## src/rtl/booth_pkg.sv

```systemverilog
// Shared definitions for the radix-4 Booth multiplier family: FSM states,
// Booth digit encodings and the saturation-bound helper.
package booth_pkg;

    typedef enum logic [1:0] {
        IDLE = 2'd0,
        CALC = 2'd1,
        DONE = 2'd2
    } booth_state_e;

    typedef enum logic [2:0] {
        ZERO = 3'd0,
        POS1 = 3'd1,
        POS2 = 3'd2,
        NEG1 = 3'd3,
        NEG2 = 3'd4
    } booth_digit_e;

    // Upper (hi=1) or lower (hi=0) limit of a w-bit signed value.
    function automatic longint sat_bound(input int w, input logic hi);
        if (hi) begin
            return (64'sd1 <<< (w - 1)) - 64'sd1;
        end else begin
            return -(64'sd1 <<< (w - 1));
        end
    endfunction

endpackage

```

## src/rtl/booth_recode.sv

```systemverilog
// Radix-4 Booth recoder: 3-bit multiplier window and W-bit multiplicand in,
// sign-extended 2W-bit partial product (d * M) out. Purely combinational.
module booth_recode
    import booth_pkg::*;
#(
    parameter int W = 12
) (
    input  logic [2:0]     window,
    input  logic [W-1:0]   mcand,
    output logic [2*W-1:0] pp
);

    booth_digit_e   digit_s;
    logic [2*W-1:0] mext_s;

    assign mext_s = {{W{mcand[W-1]}}, mcand};

    // Map the overlapping window onto a digit in {-2,-1,0,+1,+2}.
    always_comb begin
        digit_s = ZERO;
        case (window)
            3'b000, 3'b111: digit_s = ZERO;
            3'b001, 3'b010: digit_s = POS1;
            3'b011:         digit_s = POS2;
            3'b100:         digit_s = NEG2;
            3'b101, 3'b110: digit_s = NEG1;
            default:        digit_s = ZERO;
        endcase
    end

    // Scale the multiplicand by the selected digit.
    always_comb begin
        pp = {(2*W){1'b0}};
        case (digit_s)
            POS1:    pp = mext_s;
            POS2:    pp = mext_s << 1;
            NEG1:    pp = -mext_s;
            NEG2:    pp = -(mext_s << 1);
            default: pp = {(2*W){1'b0}};
        endcase
    end

endmodule

```

## src/rtl/booth_mult_seq.sv

```systemverilog
// Iterative signed radix-4 Booth multiplier, one digit per cycle, valid/ready
// on both sides. Define BOOTH_ROUND_EN for round-half-up + saturation to W bits.
module booth_mult_seq
    import booth_pkg::*;
#(
    parameter int W    = 12,
    parameter int FRAC = 11
) (
    input  logic           clk,
    input  logic           rst,
    input  logic           in_valid,
    output logic           in_ready,
    input  logic [W-1:0]   mult_1,
    input  logic [W-1:0]   mult_2,
    output logic           out_valid,
    input  logic           out_ready,
    output logic [2*W-1:0] result,
    output logic           busy
);

    localparam int NDIG = W / 2;
`ifdef BOOTH_ROUND_EN
    localparam int LAST = NDIG + 1;
`else
    localparam int LAST = NDIG;
`endif
    localparam int CW = $clog2(LAST + 1);

    if ((W % 2) != 0 || W < 4 || FRAC < 1 || FRAC > 2*W - 2) begin : g_param_check
        $error("booth_mult_seq: W must be even and >= 4, FRAC within [1, 2W-2]");
    end

    booth_state_e   state_r, state_nxt_s;
    logic [W-1:0]   mcand_r;
    logic [W:0]     shreg_r;
    logic [2*W-1:0] acc_r;
    logic [CW-1:0]  cnt_r;
    logic [2*W-1:0] result_r;
    logic [2*W-1:0] pp_s;
    logic [2*W-1:0] final_s;

    booth_recode #(.W(W)) u_recode (
        .window (shreg_r[2:0]),
        .mcand  (mcand_r),
        .pp     (pp_s)
    );

`ifdef BOOTH_ROUND_EN
    localparam logic [2*W-1:0]        HALF   = (2*W)'(64'd1 << (FRAC - 1));
    localparam logic signed [2*W-1:0] SAT_HI = (2*W)'(sat_bound(W, 1'b1));
    localparam logic signed [2*W-1:0] SAT_LO = (2*W)'(sat_bound(W, 1'b0));

    logic [2*W-1:0] rnd_sum_s;
    logic [2*W-1:0] rnd_s;

    // Product is at most 2^(2W-2), so adding the half-LSB cannot wrap.
    assign rnd_sum_s = acc_r + HALF;
    assign rnd_s     = $signed(rnd_sum_s) >>> FRAC;

    // Clamp the rounded value (held in acc_r) to the W-bit signed range.
    always_comb begin
        final_s = acc_r;
        if ($signed(acc_r) > SAT_HI) begin
            final_s = SAT_HI;
        end else if ($signed(acc_r) < SAT_LO) begin
            final_s = SAT_LO;
        end else begin
            final_s = acc_r;
        end
    end
`else
    assign final_s = acc_r;
`endif

    // State register.
    always_ff @(posedge clk) begin
        if (rst) begin
            state_r <= IDLE;
        end else begin
            state_r <= state_nxt_s;
        end
    end

    // Next-state logic; CALC runs one extra cycle to register the result.
    always_comb begin
        state_nxt_s = state_r;
        case (state_r)
            IDLE: begin
                if (in_valid) state_nxt_s = CALC;
                else          state_nxt_s = IDLE;
            end
            CALC: begin
                if (cnt_r == CW'(LAST)) state_nxt_s = DONE;
                else                    state_nxt_s = CALC;
            end
            DONE: begin
                if (out_ready) state_nxt_s = IDLE;
                else           state_nxt_s = DONE;
            end
            default: state_nxt_s = IDLE;
        endcase
    end

    // Operand capture, digit accumulation and result register.
    always_ff @(posedge clk) begin
        if (rst) begin
            mcand_r  <= {W{1'b0}};
            shreg_r  <= {(W+1){1'b0}};
            acc_r    <= {(2*W){1'b0}};
            cnt_r    <= {CW{1'b0}};
            result_r <= {(2*W){1'b0}};
        end else begin
            case (state_r)
                IDLE: begin
                    if (in_valid) begin
                        mcand_r <= mult_2;
                        shreg_r <= {mult_1, 1'b0};
                        acc_r   <= {(2*W){1'b0}};
                        cnt_r   <= {CW{1'b0}};
                    end
                end
                CALC: begin
                    if (cnt_r < CW'(NDIG)) begin
                        acc_r   <= acc_r + (pp_s << {cnt_r, 1'b0});
                        shreg_r <= {{2{shreg_r[W]}}, shreg_r[W:2]};
                        cnt_r   <= cnt_r + CW'(1);
`ifdef BOOTH_ROUND_EN
                    end else if (cnt_r == CW'(NDIG)) begin
                        acc_r   <= rnd_s;
                        cnt_r   <= cnt_r + CW'(1);
`endif
                    end else begin
                        result_r <= final_s;
                    end
                end
                default: begin
                    result_r <= result_r;
                end
            endcase
        end
    end

    assign in_ready  = (state_r == IDLE);
    assign out_valid = (state_r == DONE);
    assign busy      = (state_r != IDLE);
    assign result    = result_r;

endmodule

```

## config.mk

```make
export PLATFORM = sky130hd
export DESIGN_NAME = booth_mult_seq
export DESIGN_NICKNAME = d
export VERILOG_FILES = /design/src/rtl/booth_pkg.sv /design/src/rtl/booth_recode.sv /design/src/rtl/booth_mult_seq.sv
export SDC_FILE = /design/constraint.sdc
export NUM_CORES = 1
export LEC_CHECK = 0
export BUFFER_PORTS_ARGS = -buffer_cell sky130_fd_sc_hd__buf_4
export CAP_MARGIN = 30
export CORE_AREA = 3 3 119 92
export DETAILED_ROUTE_END_ITERATION = 12
export DIE_AREA = 0 0 122 95
export PLACE_DENSITY = 0.82
export SLEW_MARGIN = 0
export SYNTH_ARGS = -nofsm -noshare
export SYNTH_HDL_FRONTEND = slang
export SYNTH_SLANG_ARGS = --single-unit
```

## constraint.sdc

```tcl
create_clock -name clk -period 3.8 [get_ports clk]
set_input_delay 0.19 -clock clk [delete_from_list [all_inputs] [get_ports clk]]
set_output_delay 0.19 -clock clk [all_outputs]
set_load 0.005 [all_outputs]
```

==> summary.md, run 1 <==
| Metric | Value |
|---|---|
| Status | finished with violations |
| Failing checks | negative setup slack |
| I/O Buffers | 54 |
| Sw Ratio | 32.9% |
| Post-synth EDFFs | 0 |
| Crit. Startpoint | mcand_r[6]$_SDFFE_PP0P_ |
| Max-cap violations | 0 |
| Seq/Total Area, Yosys | 30.8% |
| Flop pwr share | 36.9% |
| H-tree Lvls | 3 |
| Largest net degree at the start of global routing | 73 |
| P_sw | 0.000815 W |
| Logic pwr share | 28.6% |
| Clock Tree Root | clkbuf_16 |
| Pint | 0.00167 W |
| Detailed-route DRC error count | 0 |
| Final Cycle Share | 118% |
| Final Hold Viols | 0 |
| Clock sinks | 81 |
| Wire length per cell | 19.4 um |
| Layout Cells excl Fill | 993 |
| DRT Wirelength | 19.2 mm |
| Worst-path clk slew | 0.07 ns |
| Routability congestion estimate | 0.970 |
| Initial antenna violation count | 0 |
| Worst hold slack | 0.0786 ns |
| Die W | 122 um |
| Final setup viols | 14 |
| Clk buf depth | 2 |
| GR Overflow Total | 0 |
| Setup crit end | acc_r[22]$_SDFFE_PP0P_ |
| Static Leak | 3.31 nW |
| Die ar. | 0.0116 mm2 |
| Max VDD drop | 0.244 mV |
| Worst skew pair latency | 0.35 ns |
| Global-route wire length before repair | 26.9 mm |
| Leading post-synthesis cells by cell area | dfxtp_1, nand2_1, a21oi_1 |
| Top FF cell, synth | dfxtp_1 |
| Clock power frac | 34.6% |
| Fin. max-slew vios | 0 |
| Vias | 6,095 |
| RR Endpoint | acc_r[22]$_SDFFE_PP0P_ |
| Routed Antenna Nets | 0 |
| Min-Delay Path Depth | 3 |
| Crit Path Category | register to register |
| FFs w/ async S/R, synth | 0% |
| Area Growth Syn to Fin | 43.4% |
| Area leader, netlist | dfxtp_1 |
| Post-layout min period | 4.50 ns |
| Synth Instances | 697 |
| Cells on worst reg2reg path | 18 |
| Final Net Count | 917 |
| Yosys warnings | 0 |
| # IOs | 55 |
| Startpoint Class | register |
| Avg Cell Area, Syn | 7.56 um2 |
| Die H | 95 um |
| Critical path required time | 4.04 ns |
| CTS tree | built |
| Commonest non-fill, non-tap cell in the layout | buf_4 |
| Worst hold-check path type | input pin to register |
| ANT cells | 0 |
| Most frequent cells in the layout | buf_4, nand2_1, dfxtp_1 |
| Power per cell area | 329 mW/mm2 |
| All-layer global routing usage | 29.3% |
| Core area | 0.00974 mm2 |
| Crit-path max FO | 4 |
| Critical Path AT | 4.74 ns |
| Vias/cell | 6.14 |
| Post-Syn Nets | 758 |
| Initial Util | 54.1% |
| Total Power | 0.00248 W |
| HPWL after DPL | 12.0 mm |
| Synthesis-stage register bit count | 81 |
| # rows | 31 |
| Max Freq | 222 MHz |
| Setup Skew | 0.00882 ns |
| Placed cell count | 946 |
| Post-synthesis cell area | 0.00527 mm2 |
| R2R Setup Slk | -0.70 ns |
| CTS buffer count | 9 |
| Critical path capture point type | register |
| RSZ-0062 raised after global routing | true |
| Slew margin rel. | 33.1% |
| Share of layout cells above drive strength 1 | 35.9% |
| Final Worst Setup Slack | -0.698 ns |
| R2r startpoint | mcand_r[6]$_SDFFE_PP0P_ |
| Vias in the first global route | 5,477 |
| Share of Yosys cell area claimed by the top area cell type | 30.8% |
| Yosys cell types | 62 |
| Starting DRT DRC Count | 531 |
| DR pass1 iterations | 8 |
| Worst Tran Pin Value | 1.00 ns |
[metal layers]
metal,up-vias,track usage [%],share of wire [%]
met5,-,0,0
met4,0,7.84,4.1
met3,75,7.13,10
met2,368,46.2,45
met1,2866,40.2,41
li1,2786,-,-
[through the flow]
step                      instance area, um2  setup TNS, ns  utilization, %  setup slack (ns)
after global routing                    7550          -7.55            77.6            -0.770
final                                   7550          -5.58            77.6            -0.698
after detailed placement                6520          -3.73            67.0            -0.523
after floorplan                         5330         -0.354               -            -0.111
after CTS                               7050          -2.29            72.4            -0.406
after global placement                  6520          -2.91            67.0            -0.476
[power by group through the flow]
| stage | Combinational [W] | Sequential, W | Clock (W) |
|---|---|---|---|
| floorplan | 0.000340 | 0.000917 | 0 |
| global placement | 0.000541 | 0.000927 | 0 |
| detailed placement | 0.000558 | 0.000930 | 0 |
| CTS | 0.000600 | 0.000911 | 0.000856 |
| global route | 0.000750 | 0.000918 | 0.000891 |
| finish | 0.000709 | 0.000915 | 0.000857 |
[flip-flops by register name (all words and copies together) (netlist names)]
name              flops
acc_r                24
result               24
shreg_r              13
mcand_r              12
cnt_r                 3
u_recode.digit_s      3
state_r               2
[worst min-delay path by stage]
stage / startpoint / slack [ns] / to
6_report: mult_2[6] / 0.08 / mcand_r[6]$_SDFFE_PP0P_
4_1_cts: mult_2[6] / 0.09 / mcand_r[6]$_SDFFE_PP0P_
3_3_place_gp: mult_2[8] / 0.44 / mcand_r[8]$_SDFFE_PP0P_
5_1_grt: mult_2[8] / 0.09 / mcand_r[8]$_SDFFE_PP0P_
3_5_place_dp: result[3]$_SDFFE_PP0P_ / 0.45 / result[3]$_SDFFE_PP0P_
2_1_floorplan: mult_1[11] / 0.33 / shreg_r[12]$_SDFFE_PP0P_
[cells in the mapped netlist, types with 10 or more instances]
cell type	number
xnor2_1	20
a21o_1	12
xor2_1	11
nand2_1	130
o21ai_0	33
a22o_1	10
dfxtp_1	81
nor2_1	61
a22oi_1	17
nor3_1	12
inv_1	13
ha_1	32
clkbuf_1	40
a21oi_1	80
nor2b_1	18
[critical path, cell delays in order (launching register included)]
cell and delay [ns]:
dfxtp_2 0.32, or3_4 0.40, or3_4 0.37, o31a_1 0.25
mux2_4 0.27, o22ai_4 0.20, mux2i_1 0.13, mux2_4 0.32
o21ai_4 0.26, ha_4 0.19, nand2_4 0.06, or4_4 0.45
a21oi_4 0.20, o211ai_1 0.13, buf_4 0.18, o31ai_2 0.26
a21oi_2 0.09, xnor2_1 0.13, a22o_1 0.17
[repair_timing]
action / CTS / global route
setup buffers: 15 / 18
setup endpoints to repair: 14 / 17
pin swaps: 14 / 40
gates resized for setup: 34 / 93
hold buffers: 0 / 0
[layout make-up]
type                            instances  area [um2]
Sequential cell                        81        1640
Inverter                               14        52.6
Tap cell                              132         165
Timing Repair Buffer                  193        1480
Clock buffer                            9         225
Clock inverter                          7        58.8
Fill cell                             624        2180
Multi-Input combinational cell        557        3930
[cell families (layout without fill, tap and decap cells)]
logic type	count (synthesis)	count (layout)	synth area share (%)
compound gates	211	211	25.9
xor+xnor	31	31	5.15
fa+ha+maj	33	33	7.98
buf+inv	59	223	4.47
flops	81	81	30.8
mux	17	17	3.49
simple gates	265	265	22.2
Power figures use the tool's default switching activity.
==> inputs of run 2 (changes only) <==
CORE_AREA = 4 4 114 89   (was 3 3 119 92)
DIE_AREA = 0 0 118 93   (was 0 0 122 95)
PLACE_DENSITY = 0.85   (was 0.82)
clock period = 4.55 ns   (was 3.8 ns; I/O delays follow)
==> run 2 against run 1 <==
The run now ends clean. Combinational power fell by 40%. Sequential share of layout area rose by 3.8 points. Clock power fell by 20%. Via count fell by 10%. Critical path depth rose by 1. Critical path type unchanged. Largest cell class unchanged.
==> summary.md, run 2 (same netlist as run 1, synthesis figures left out) <==
| Metric | Value |
|---|---|
| Final Net Count | 822 |
| Final setup viols | 0 |
| Placed cell areas | 0.00594 mm2 |
| Startpoint Class | register |
| Fill count | 715 |
| Fin. max-slew vios | 0 |
| Crit-path max FO | 7 |
| Buf/Inv on CP | 1 |
| Largest net degree at the start of global routing | 73 |
| Final core utilization | 71.3% |
| Static Leak | 2.72 nW |
| Final Worst Setup Slack | 0.175 ns |
| Power per cell area | 295 mW/mm2 |
| Max VDD drop | 0.218 mV |
| Status | finished clean |
| Area of the multi-input gates | 0.00354 mm2 |
| Register Area | 0.00163 mm2 |
| Vias/cell | 6.22 |
| Slowest-stage cell, CP | or4_1 |
| Share of layout cells above drive strength 1 | 20.2% |
| Die W | 118 um |
| Area Growth Syn to Fin | 21.0% |
| Crit-path max cell delay | 0.42 ns |
| Post-Place Worst Slack | -0.0526 ns |
| Critical-path cell list | or3_1 > nor4_2 > or3_1 > a31o_2 > o21ai_0 > mux2i_1 > nor2_1 > a21oi_2 > o22ai_1 > ha_1 > nand2_1 > or4_1 > a21oi_2 > o211ai_1 > buf_4 > o31ai_2 > a21oi_1 > xnor2_1 > a22o_1 |
| I/O Buffers | 54 |
| Worst-path clk slew | 0.07 ns |
| Clk buf depth | 2 |
| Worst skew pair latency | 0.34 ns |
| CTS tree | built |
| # rows | 30 |
| Routability congestion estimate | 0.986 |
| All-layer global routing usage | 27.6% |
| Critical path capture point type | register |
| Wire length per cell | 17.7 um |
| Max-cap violations | 0 |
| Vias | 5,459 |
| CTS buffer count | 9 |
| Starting DRT DRC Count | 444 |
| Slew margin rel. | 32.2% |
| Global-route wire length before repair | 24.8 mm |
| H-tree Lvls | 3 |
| DR pass1 iterations | 6 |
| Largest delay share family, worst path | simple AND/OR/NAND/NOR gates |
| Setup Skew | 0.00908 ns |
| Final Cycle Share | 96.2% |
| Die H | 93 um |
| Vias in the first global route | 5,053 |
| Routed Antenna Nets | 0 |
| Layout Cells excl Fill | 878 |
| Total Power | 0.00188 W |
| Initial antenna violation count | 0 |
| Commonest non-fill, non-tap cell in the layout | nand2_1 |
| Placed cell count | 859 |
| Hold Crit Start | mult_2[1] |
| # IOs | 55 |
| Worst Tran Pin Value | 1.01 ns |
| Final Hold Viols | 0 |
| Clock sinks | 81 |
| Worst hold-check path type | input pin to register |
| Crit. Startpoint | mcand_r[4]$_SDFFE_PP0P_ |
| Initial Util | 59.0% |
| HPWL after DPL | 11.2 mm |
| Fin area | 0.00637 mm2 |
| Max Freq | 229 MHz |
| Critical Path AT | 4.61 ns |
| Die ar. | 0.0110 mm2 |
| Most frequent cells in the layout | nand2_1, buf_4, dfxtp_1 |
| Post-layout min period | 4.38 ns |
| ANT cells | 0 |
| Core area | 0.00893 mm2 |
| GR Overflow Total | 0 |
| DRT Wirelength | 15.6 mm |
| RSZ-0062 raised after global routing | true |
| R2r startpoint | mcand_r[4]$_SDFFE_PP0P_ |
| Detailed-route DRC error count | 0 |
| Crit Path Category | register to register |
| # hold bufs at CTS | 0 |
| Critical path required time | 4.78 ns |
| Clock Tree Root | clkbuf_16 |
-- run 2: changes by cell type in the layout (fill, tap and decap cells not counted), moves of 5 or more --
cell | before | now
o21ai_0 | 10 | 22
o21ai_4 | 5 | 0
a21oi_1 | 68 | 77
buf_4 | 186 | 98
a21oi_2 | 11 | 4
dfxtp_1 | 72 | 78
buf_6 | 7 | 0
-- run 2: final cells by class --
class,count,area share (%)
Timing Repair Buffer,98,11.5
Sequential cell,81,25.5
Clock inverter,2,0.196
Inverter,14,0.825
Clock buffer,14,4.14
Multi-Input combinational cell,557,55.5
Tap cell,112,2.20
-- run 2: worst paths after layout --
kind,to,slack [ns],depth (start not counted)
setup / recovery,acc_r[22]$_SDFFE_PP0P_,0.17,19
hold / removal,mcand_r[1]$_SDFFE_PP0P_,0.13,3
setup reg to reg,acc_r[22]$_SDFFE_PP0P_,0.17,19
hold reg to reg,result[9]$_SDFFE_PP0P_,0.46,2
-- run 2: per-stage QoR --
step	hold slack [ns]	TNS, ns
after global routing	0.141	-0.125
after detailed placement	0.447	-0.0526
after CTS	0.132	0
after global placement	0.445	0
final	0.135	0
after floorplan	0.363	0
-- run 2: worst reg2reg max path, stage by stage, from the launching register on --
cell,delay [ns]
dfxtp_1,0.40
or3_1,0.41
nor4_2,0.36
or3_1,0.17
a31o_2,0.13
o21ai_0,0.13
mux2i_1,0.29
nor2_1,0.09
a21oi_2,0.21
o22ai_1,0.15
ha_1,0.32
nand2_1,0.08
or4_1,0.42
a21oi_2,0.19
o211ai_1,0.10
buf_4,0.17
o31ai_2,0.18
a21oi_1,0.13
xnor2_1,0.14
a22o_1,0.18
-- run 2: where the power goes --
group | switching [W] | internal [W] | leakage (nW)
registers | 0.0000326 | 0.000736 | 0.660
logic | 0.000244 | 0.000178 | 1.93
clock network | 0.000289 | 0.000400 | 0.133
total | 0.000565 | 0.00131 | 2.72
-- run 2: repair_timing --
item / 4_1_cts / 5_1_grt
setup buffers: 1 / 2
endpoints found under the setup margin: 1 / 9
pin swaps: 1 / 3
resized for setup: 3 / 38
-- run 2: routing by layer --
metal / GRT usage [%] / part of all wire, % / vias to the layer above
met3: 5.62 / 9.4 / 22
met4: 9.27 / 1.5 / 0
met1: 38.1 / 45 / 2579
met2: 43.3 / 44 / 274
met5: 0 / 0 / -
li1: - / - / 2584
==> inputs of run 3 (changes only) <==
ABC_AREA = 1   (was default)
CORE_AREA = 4 4 115 90   (was 4 4 114 89)
DIE_AREA = 0 0 119 94   (was 0 0 118 93)
==> run 3 against run 2 <==
Worst setup slack better by 0.42 ns. Synthesized cell count is 17% higher. Critical endpoint is now acc_r[15]$_SDFFE_PP0P_. Synthesized area is 2.7% higher. Cell area is 2.7% lower. Sequential share of layout area is 0.61 points higher. Non-clock buffer count is 39 lower. Largest power group is now the clock network.
==> summary.md, run 3 <==
| Metric | Value |
|---|---|
| RR Endpoint | acc_r[15]$_SDFFE_PP0P_ |
| HPWL after DPL | 11.6 mm |
| Cells on worst reg2reg path | 21 |
| I/O Buffers | 54 |
| Hold EP | shreg_r[5]$_SDFFE_PP0P_ |
| Clock sinks | 81 |
| Wire length per cell | 15.8 um |
| Fin area | 0.00620 mm2 |
| Layout Cells excl Fill | 989 |
| Fin. max-slew vios | 0 |
| Setup Skew | 0.00907 ns |
| GR Overflow Total | 0 |
| Die W | 119 um |
| # IOs | 55 |
| Initial Util | 57.9% |
| Startpoint Class | register |
| Post-layout min period | 3.96 ns |
| Slowest-stage cell, CP | ha_1 |
| Crit Path Category | register to register |
| Critical Path AT | 4.18 ns |
| Post-CTS Setup Inserts | 0 |
| Vias in the first global route | 5,084 |
| Post-CTS Resized | 0 |
| Fill count | 832 |
| Worst hold-check path type | input pin to register |
| Worst Tran Pin Value | 0.897 ns |
| Routability congestion estimate | 0.959 |
| Static Leak | 2.88 nW |
| R2r startpoint | mcand_r[0]$_SDFFE_PP0P_ |
| Crit-path max FO | 5 |
| CTS tree | built |
| DR pass1 iterations | 6 |
| Post-synth EDFFs | 0 |
| DRT Wirelength | 15.7 mm |
| Leading post-synthesis cells by cell area | dfxtp_1, nand2_1, o21ai_0 |
| Critical path capture point type | register |
| Crit-path max cell delay | 0.39 ns |
| Placed cell areas | 0.00587 mm2 |
| Synthesis-stage register bit count | 81 |
| Min-Delay Path Depth | 3 |
| Placed cell count | 973 |
| Synth Instances | 816 |
| Avg Cell Area, Syn | 6.63 um2 |
| Top FF cell, synth | dfxtp_1 |
| Max Freq | 253 MHz |
| Post-Syn Nets | 877 |
| ANT cells | 0 |
| # hold bufs at CTS | 0 |
| Max VDD drop | 0.228 mV |
| Power per cell area | 339 mW/mm2 |
| Crit. Startpoint | mcand_r[0]$_SDFFE_PP0P_ |
| Core area | 0.00935 mm2 |
| Final Cycle Share | 87.0% |
| Post-synthesis cell area | 0.00541 mm2 |
| Critical-path cell list | inv_1 > ha_1 > nand2_4 > xor2_1 > nor2_1 > nor2_1 > o21ai_0 > mux2i_1 > nand2_1 > o21ai_0 > o21ai_1 > ha_1 > nand2_1 > inv_1 > a21oi_2 > nand3_1 > a21oi_2 > o21ai_1 > or2_1 > nand3_1 > a21oi_1 |
| Share of layout cells above drive strength 1 | 13.4% |
| H-tree Lvls | 3 |
| CTS buffer count | 9 |
| FFs w/ async S/R, synth | 0% |
| Final Hold Viols | 0 |
| Routed Antenna Nets | 0 |
| Seq/Total Area, Yosys | 30.0% |
| Largest net degree at the start of global routing | 46 |
| Starting DRT DRC Count | 515 |
| Vias/cell | 5.71 |
| Commonest cells post-synth | nand2_1, nor2_1, o21ai_0 |
| Clock Tree Root | clkbuf_16 |
| Critical path required time | 4.77 ns |
| Final Net Count | 913 |
| Final setup viols | 0 |
| Max-cap violations | 0 |
| Hold Crit Start | mult_1[4] |
| Setup TNS | 0 ns |
| R2R Setup Slk | 0.59 ns |
| Area leader, netlist | dfxtp_1 |
| Clk buf depth | 2 |
| Status | finished clean |
| Die ar. | 0.0112 mm2 |
| Detailed-route DRC error count | 0 |
| Worst-path clk slew | 0.07 ns |
| Global-route wire length before repair | 25.7 mm |
| # rows | 31 |
| Area Growth Syn to Fin | 14.7% |
| Yosys cell types | 53 |
| Initial antenna violation count | 0 |
| Share of Yosys cell area claimed by the top area cell type | 30.0% |
| Worst skew pair latency | 0.35 ns |
| All-layer global routing usage | 28.2% |
| Yosys warnings | 0 |
| Commonest non-fill, non-tap cell in the layout | nand2_1 |
| Die H | 94 um |
| Most frequent cells in the layout | nand2_1, nor2_1, o21ai_0 |
| Count leader, synth | nand2_1 |
| Slew margin rel. | 40.1% |
| RSZ-0062 raised after global routing | false |
| Vias | 5,647 |
run 3: area by class of cell:
cell class                      count  area (um2)  share of cell area, %
Clock inverter                      7         109                   1.76
Tap cell                          132         165                   2.66
Inverter                           65         244                   3.93
Multi-Input combinational cell    636        3390                   54.7
Clock buffer                        9         225                   3.63
Sequential cell                    81        1620                   26.2
Timing Repair Buffer               59         443                   7.14
run 3: critical path, delay by kind of cell (launching register included):
family          cells  cell delay, ns
mux                 1            0.20
compound gates      7            1.12
flops               1            0.34
fa+ha+maj           2            0.65
simple gates        8            1.10
buf+inv             2            0.18
xor+xnor            1            0.24
run 3: power by group:
part           leakage (nW)  total (W)  switching (W)  internal, W
logic                  2.05   0.000488       0.000325     0.000163
clock network         0.164   0.000835       0.000341     0.000494
registers             0.660   0.000778      0.0000319     0.000746
run 3: how the worst max path moves through the flow:
stage	depth (start not counted)	to	slack, ns
detailed placement	21	acc_r[15]$_SDFFE_PP0P_	0.72
floorplan	21	acc_r[15]$_SDFFE_PP0P_	1.44
CTS	21	acc_r[15]$_SDFFE_PP0P_	0.69
finish	21	acc_r[15]$_SDFFE_PP0P_	0.59
global placement	21	acc_r[15]$_SDFFE_PP0P_	0.67
global route	21	acc_r[13]$_SDFFE_PP0P_	0.28
run 3: kinds of logic (layout without fill, tap and decap cells):
logic type / after synthesis / in the layout / synth area share [%]
multiplexers: 2 / 2 / 0.370
XOR/XNOR: 6 / 6 / 0.972
flip-flops: 81 / 81 / 30.0
adder cells (fa/ha/maj): 33 / 33 / 7.77
AO/OA/AOI/OAI: 242 / 242 / 25.2
buffers and inverters: 99 / 140 / 7.27
AND/OR/NAND/NOR: 353 / 353 / 28.4
run 3: metrics by stage:
step / hold slack, ns / worst slack (ns) / power [W] / utilization, %
after global routing: 0.156 / 0.279 / 0.00220 / 66.3
after global placement: 0.459 / 0.667 / 0.00126 / 62.8
after floorplan: 0.302 / 1.44 / 0.00114 / -
final: 0.154 / 0.593 / 0.00210 / 66.3
after detailed placement: 0.463 / 0.724 / 0.00127 / 62.8
after CTS: 0.152 / 0.690 / 0.00209 / 66.3
run 3: layer usage:
| layer | track usage (%) | wire length (um) | vias to the layer above |
|---|---|---|---|
| met3 | 6.32 | 1270 | 13 |
| li1 | - | - | 2839 |
| met2 | 41.7 | 6530 | 229 |
| met1 | 41.7 | 7710 | 2566 |
| met4 | 6.36 | 159 | 0 |
| met5 | 0 | 0 | - |
